## config.mk

```make
export PLATFORM = sky130hd
export DESIGN_NAME = axis_fifo_wr_arbiter
export DESIGN_NICKNAME = d
export VERILOG_FILES = /design/src/rtl/axis_fifo_wr_arbiter.sv
export SDC_FILE = /design/constraint.sdc
export NUM_CORES = 1
export LEC_CHECK = 0
export ABC_AREA = 1
export CAP_MARGIN = 5
export CORE_MARGIN = 2
export CORE_UTILIZATION = 33
export CTS_CLUSTER_SIZE = 14
export DETAILED_ROUTE_END_ITERATION = 7
export PLACE_DENSITY = 0.8
export SYNTH_ARGS = -nofsm -noshare
export SYNTH_HDL_FRONTEND = slang
export SYNTH_SLANG_ARGS = --single-unit
```

## constraint.sdc

```tcl
create_clock -name i_clk -period 1.32 [get_ports i_clk]
set_clock_uncertainty 0.05 [all_clocks]
set_input_delay 0.198 -clock i_clk [delete_from_list [all_inputs] [get_ports i_clk]]
set_output_delay 0.198 -clock i_clk [all_outputs]
set_load 0.1 [all_outputs]
```

## src/rtl/axis_fifo_wr_arbiter.sv

```systemverilog
// rtl/axis_fifo_wr_arbiter.sv - packet-aware round-robin arbiter feeding an async FIFO write port
// Optional stall watchdog enabled by defining ARB_WATCHDOG_EN.
module axis_fifo_wr_arbiter #(
  parameter int NUM_REQ = 4,
  parameter int DATA_W  = 8,
  parameter int TIMEOUT = 16
) (
  input  logic                         i_clk,
  input  logic                         i_rst_n,
  input  logic [NUM_REQ-1:0]           i_s_tvalid,
  output logic [NUM_REQ-1:0]           o_s_tready,
  input  logic [NUM_REQ*DATA_W-1:0]    i_s_tdata,
  input  logic [NUM_REQ-1:0]           i_s_tlast,
  output logic                         o_wr,
  output logic [DATA_W:0]              o_wdata,
  input  logic                         i_wfull,
  output logic                         o_grant_valid,
  output logic [$clog2(NUM_REQ)-1:0]   o_grant_idx,
  output logic                         o_timeout
);

  localparam int IW = $clog2(NUM_REQ);

  typedef enum logic {S_IDLE, S_GRANT} state_t;

  state_t          r_state, w_state_nxt;
  logic [IW-1:0]   r_rr_ptr, w_rr_ptr_nxt;
  logic [IW-1:0]   r_grant_idx, w_grant_idx_nxt;
  logic            r_grant_valid, w_grant_valid_nxt;
  logic [IW-1:0]   w_sel_idx;
  logic [IW-1:0]   w_ptr_inc;
  logic            w_any;
  logic            w_g_valid;
  logic            w_g_last;
  logic [DATA_W-1:0] w_g_data;
  logic            w_xfer;

`ifdef ARB_WATCHDOG_EN
  localparam int CW = $clog2(TIMEOUT + 1);
  logic [CW-1:0]   r_stall_cnt, w_stall_cnt_nxt;
  logic            r_timeout, w_timeout_nxt;
`endif

  assign w_g_valid = i_s_tvalid[r_grant_idx];
  assign w_g_last  = i_s_tlast[r_grant_idx];
  assign w_g_data  = i_s_tdata[r_grant_idx*DATA_W +: DATA_W];
  assign w_xfer    = (r_state == S_GRANT) && w_g_valid && !i_wfull;
  assign w_ptr_inc = (r_grant_idx == IW'(NUM_REQ - 1)) ? '0 : r_grant_idx + IW'(1);

  // Walk downward so the last hit is the first requester at or after rr_ptr.
  always_comb begin
    int k;
    k         = 0;
    w_sel_idx = '0;
    w_any     = 1'b0;
    for (int i = NUM_REQ - 1; i >= 0; i--) begin
      k = int'(r_rr_ptr) + i;
      if (k >= NUM_REQ) k = k - NUM_REQ;
      if (i_s_tvalid[IW'(k)]) begin
        w_sel_idx = IW'(k);
        w_any     = 1'b1;
      end
    end
  end

  always_comb begin
    w_state_nxt       = r_state;
    w_rr_ptr_nxt      = r_rr_ptr;
    w_grant_idx_nxt   = r_grant_idx;
    w_grant_valid_nxt = r_grant_valid;
    o_s_tready        = '0;
    o_wr              = 1'b0;
    o_wdata           = '0;
`ifdef ARB_WATCHDOG_EN
    w_stall_cnt_nxt   = r_stall_cnt;
    w_timeout_nxt     = 1'b0;
`endif
    case (r_state)
      S_IDLE: begin
        if (w_any) begin
          w_grant_idx_nxt   = w_sel_idx;
          w_grant_valid_nxt = 1'b1;
          w_state_nxt       = S_GRANT;
`ifdef ARB_WATCHDOG_EN
          w_stall_cnt_nxt   = '0;
`endif
        end
      end
      S_GRANT: begin
        o_s_tready[r_grant_idx] = !i_wfull;
        o_wr                    = w_xfer;
        if (w_xfer) begin
          o_wdata = {w_g_last, w_g_data};
`ifdef ARB_WATCHDOG_EN
          w_stall_cnt_nxt = '0;
`endif
          if (w_g_last) begin
            w_state_nxt       = S_IDLE;
            w_rr_ptr_nxt      = w_ptr_inc;
            w_grant_valid_nxt = 1'b0;
          end
        end
`ifdef ARB_WATCHDOG_EN
        // Only a silent source counts as stalled; backpressure from the FIFO does not.
        else if (!w_g_valid) begin
          if (r_stall_cnt == CW'(TIMEOUT - 1)) begin
            w_state_nxt       = S_IDLE;
            w_rr_ptr_nxt      = w_ptr_inc;
            w_grant_valid_nxt = 1'b0;
            w_timeout_nxt     = 1'b1;
            w_stall_cnt_nxt   = '0;
          end else begin
            w_stall_cnt_nxt = r_stall_cnt + CW'(1);
          end
        end
`endif
      end
      default: w_state_nxt = S_IDLE;
    endcase
  end

  always_ff @(posedge i_clk or negedge i_rst_n) begin
    if (!i_rst_n) begin
      r_state       <= S_IDLE;
      r_rr_ptr      <= '0;
      r_grant_idx   <= '0;
      r_grant_valid <= 1'b0;
`ifdef ARB_WATCHDOG_EN
      r_stall_cnt   <= '0;
      r_timeout     <= 1'b0;
`endif
    end else begin
      r_state       <= w_state_nxt;
      r_rr_ptr      <= w_rr_ptr_nxt;
      r_grant_idx   <= w_grant_idx_nxt;
      r_grant_valid <= w_grant_valid_nxt;
`ifdef ARB_WATCHDOG_EN
      r_stall_cnt   <= w_stall_cnt_nxt;
      r_timeout     <= w_timeout_nxt;
`endif
    end
  end

  assign o_grant_valid = r_grant_valid;
  assign o_grant_idx   = r_grant_idx;
`ifdef ARB_WATCHDOG_EN
  assign o_timeout     = r_timeout;
`else
  assign o_timeout     = 1'b0;
`endif

endmodule
```

==> qor.csv <==
stage,metric,value,unit
critical_path,critPathKind,input pin to primary output,
logic_synthesis,synth_seq_area_share,16.0,%
logic_synthesis,synth_nets,213,
timing,setup_ws,-0.708,ns
critical_path,worst_ep_arrival_time,1.78,ns
logic_synthesis,synth_area,936,um^2
floorplanning,die_area,3280,um^2
critical_path,worstPathRequired,1.07,ns
placed_design,hpwl,2930,um
finish,antenna_cells,0,
finish,multi_input_area,990,um^2
finish,drive_gt1_share,50.4,%
logic_synthesis,syn_inst,166,
hold_path,hold_path_class,input pin to async pin,
grt,antenna_found_initial,0,
placed_design,pre_cts_ws,-0.527,ns
timing,max_freq,493,MHz
power_and_ir_drop,p_leak,1.02,nW
grt,gr-total-overflow,0,
cts,cts_hold_buf,0,
logic_synthesis,ys_types,21,
power_and_ir_drop,p_total,6.48,mW
grt,first_global_vias,1503,
finish,fill_cells,134,
cts,cts_made_buffers,3,
routing,wl,4990,um
cts,htree_levels,1,
floorplanning,coreArea,2730,um^2
logic_synthesis,synth_area_leaders,"nor2_1, dfrtp_1, o21ai_0, nand2_1, nand2_2",
status,status,"finished, violations left",
placed_design,globalplace.congestion,0.797,
routing,post_drt_wl_per_cell,17.6,um
floorplanning,num_io_pins,61,
cts,clk_pin_slew_worst_paths,0.06,ns
routing,post-route-drc-count,0,
floorplanning,placementRows,19,
grt,grt_max_degree,21,
floorplanning,die_x,57.3,um
logic_synthesis,synth_top_cell_by_area,nor2_1,
timing,setup_violations,22,
timing,rsz0062_at_grt,true,
routing,vias,1525,
power_and_ir_drop,cellPowerDensity,2760,nW/um^2
cts,root_buffer,clkbuf_4,
status,violations,negative setup slack,
cts,clk_latency,0.27,ns
placed_design,dp.cells,269,
floorplanning,die_y,57.3,um
grt,grt_first_pass_wirelength,6760,um
placed_design,io_buffers,59,
finish,syn_to_final_growth,151,%
critical_path,cp-start-kind,input pin,
cts,cts.path.max_buffers,2,
timing,hold_ws,0.145,ns
logic_synthesis,ys_warn_count,0,
flow_run,maxCapViolCount,0,
logic_synthesis,synth_top_cell_area_share,16.8,%
finish,layout_common_cells,"clkdlybuf4s50_1, nor2_1, buf_4, buf_12",
cts,clock_sinks,6,
timing,maxSlewViolCount,0,
placed_design,place_area,2000,um^2
logic_synthesis,syn_area_per_cell,5.64,um^2
grt,grt.total_usage,26.5,%
timing,min_period,2.03,ns
finish,layout.nets,301,
timing,hold_viol_final,0,
timing,min_period_over_period,154,%
floorplanning,start_util,34.2,%
routing,first_pass_iters,5,
logic_synthesis,synth-seq-cells,6,
power_and_ir_drop,peakVddDrop,0.00279,V
finish,final-seq-area,160,um^2
finish,final_cell_count_no_fill,283,
cts,cts_tree,built,
finish,final_cell_area,2350,um^2
critical_path,end_kind,primary output,
routing,initialDrtViolationCount,46,
routing,routed_via_density,5.39,
critical_path,crit_fanout,5,
finish,mostFrequentLayoutCell,clkdlybuf4s50_1,
routing,ant_nets,0,
-- worst paths after layout --
kind,start,to,slack (ns),cells after the start
setup / recovery,i_s_tvalid[1],o_wdata[2],-0.71,8
hold / removal,i_rst_n,o_grant_idx[1],0.15,1
setup reg to reg,o_grant_idx[0],r_rr_ptr[0],-0.35,8
hold reg to reg,o_grant_valid,o_grant_valid,0.56,2
max in group asynchronous,i_rst_n,o_grant_idx[0],0.78,1
min in group i_clk,o_grant_valid,o_grant_valid,0.56,2
-- timing repair --
item,CTS,global route
resized for setup,33,40
pin swaps,12,19
setup buffers,6,6
setup endpoints to repair,20,22
gates cloned,1,0
-- metrics by stage --
stage	setup TNS [ns]	utilization (%)
6_report	-10.94	85.9
5_1_grt	-11.79	85.9
4_1_cts	-8.43	79.8
3_5_place_dp	-8.56	73.1
3_3_place_gp	-8.23	73.1
2_1_floorplan	-10.14	-
-- layer usage --
layer | up-vias | share of wire (%) | global-route usage, %
li1 | 693 | - | -
met1 | 741 | 39 | 28.9
met2 | 68 | 51 | 49.8
met3 | 23 | 5.7 | 4.76
met4 | 0 | 3.6 | 11.0
met5 | - | 0 | 0
-- report_power, final --
group	internal, mW	switching [mW]	total [mW]
logic	2.27	3.57	5.85
clock network	0.104	0.0906	0.195
registers	0.297	0.146	0.443
total	2.68	3.81	6.48
-- layout make-up --
cell class	count	area share [%]
Timing Repair Buffer	90	44.8
Tap cell	31	1.65
Sequential cell	6	6.82
Multi-Input combinational cell	135	42.1
Clock buffer	3	0.958
Inverter	18	3.67
-- worst max-delay path, stage by stage --
cell,delay (ns)
clkdlybuf4s50_1,0.51
inv_1,0.10
a21oi_2,0.18
o21ai_1,0.11
nand2_2,0.19
nand2_8,0.13
a21oi_4,0.16
buf_12,0.19
-- cells in the mapped netlist (all sizes together) --
cell type,count
a21oi,12
and2,1
buf,8
conb,1
dfrtp,6
ha,4
inv,18
nand2,39
nand3,6
nor2,44
o21ai,26
o22ai,1
-- sequential cells by signal, summed over array words and instances (netlist names) --
name and count:
o_grant_valid 1, o_grant_idx 2, r_state 1, r_rr_ptr 2
-- logic make-up (layout without fill, tap and decap cells) --
| family | count (synthesis) | after routing | synth area share, % |
|---|---|---|---|
| simple gates | 90 | 91 | 43.7 |
| fa+ha+maj | 4 | 4 | 5.35 |
| buf+inv | 26 | 111 | 13.5 |
| flops | 6 | 6 | 16.0 |
| compound gates | 39 | 39 | 21.0 |
| other cells | 1 | 1 | 0.401 |
Power figures use the tool's default switching activity.
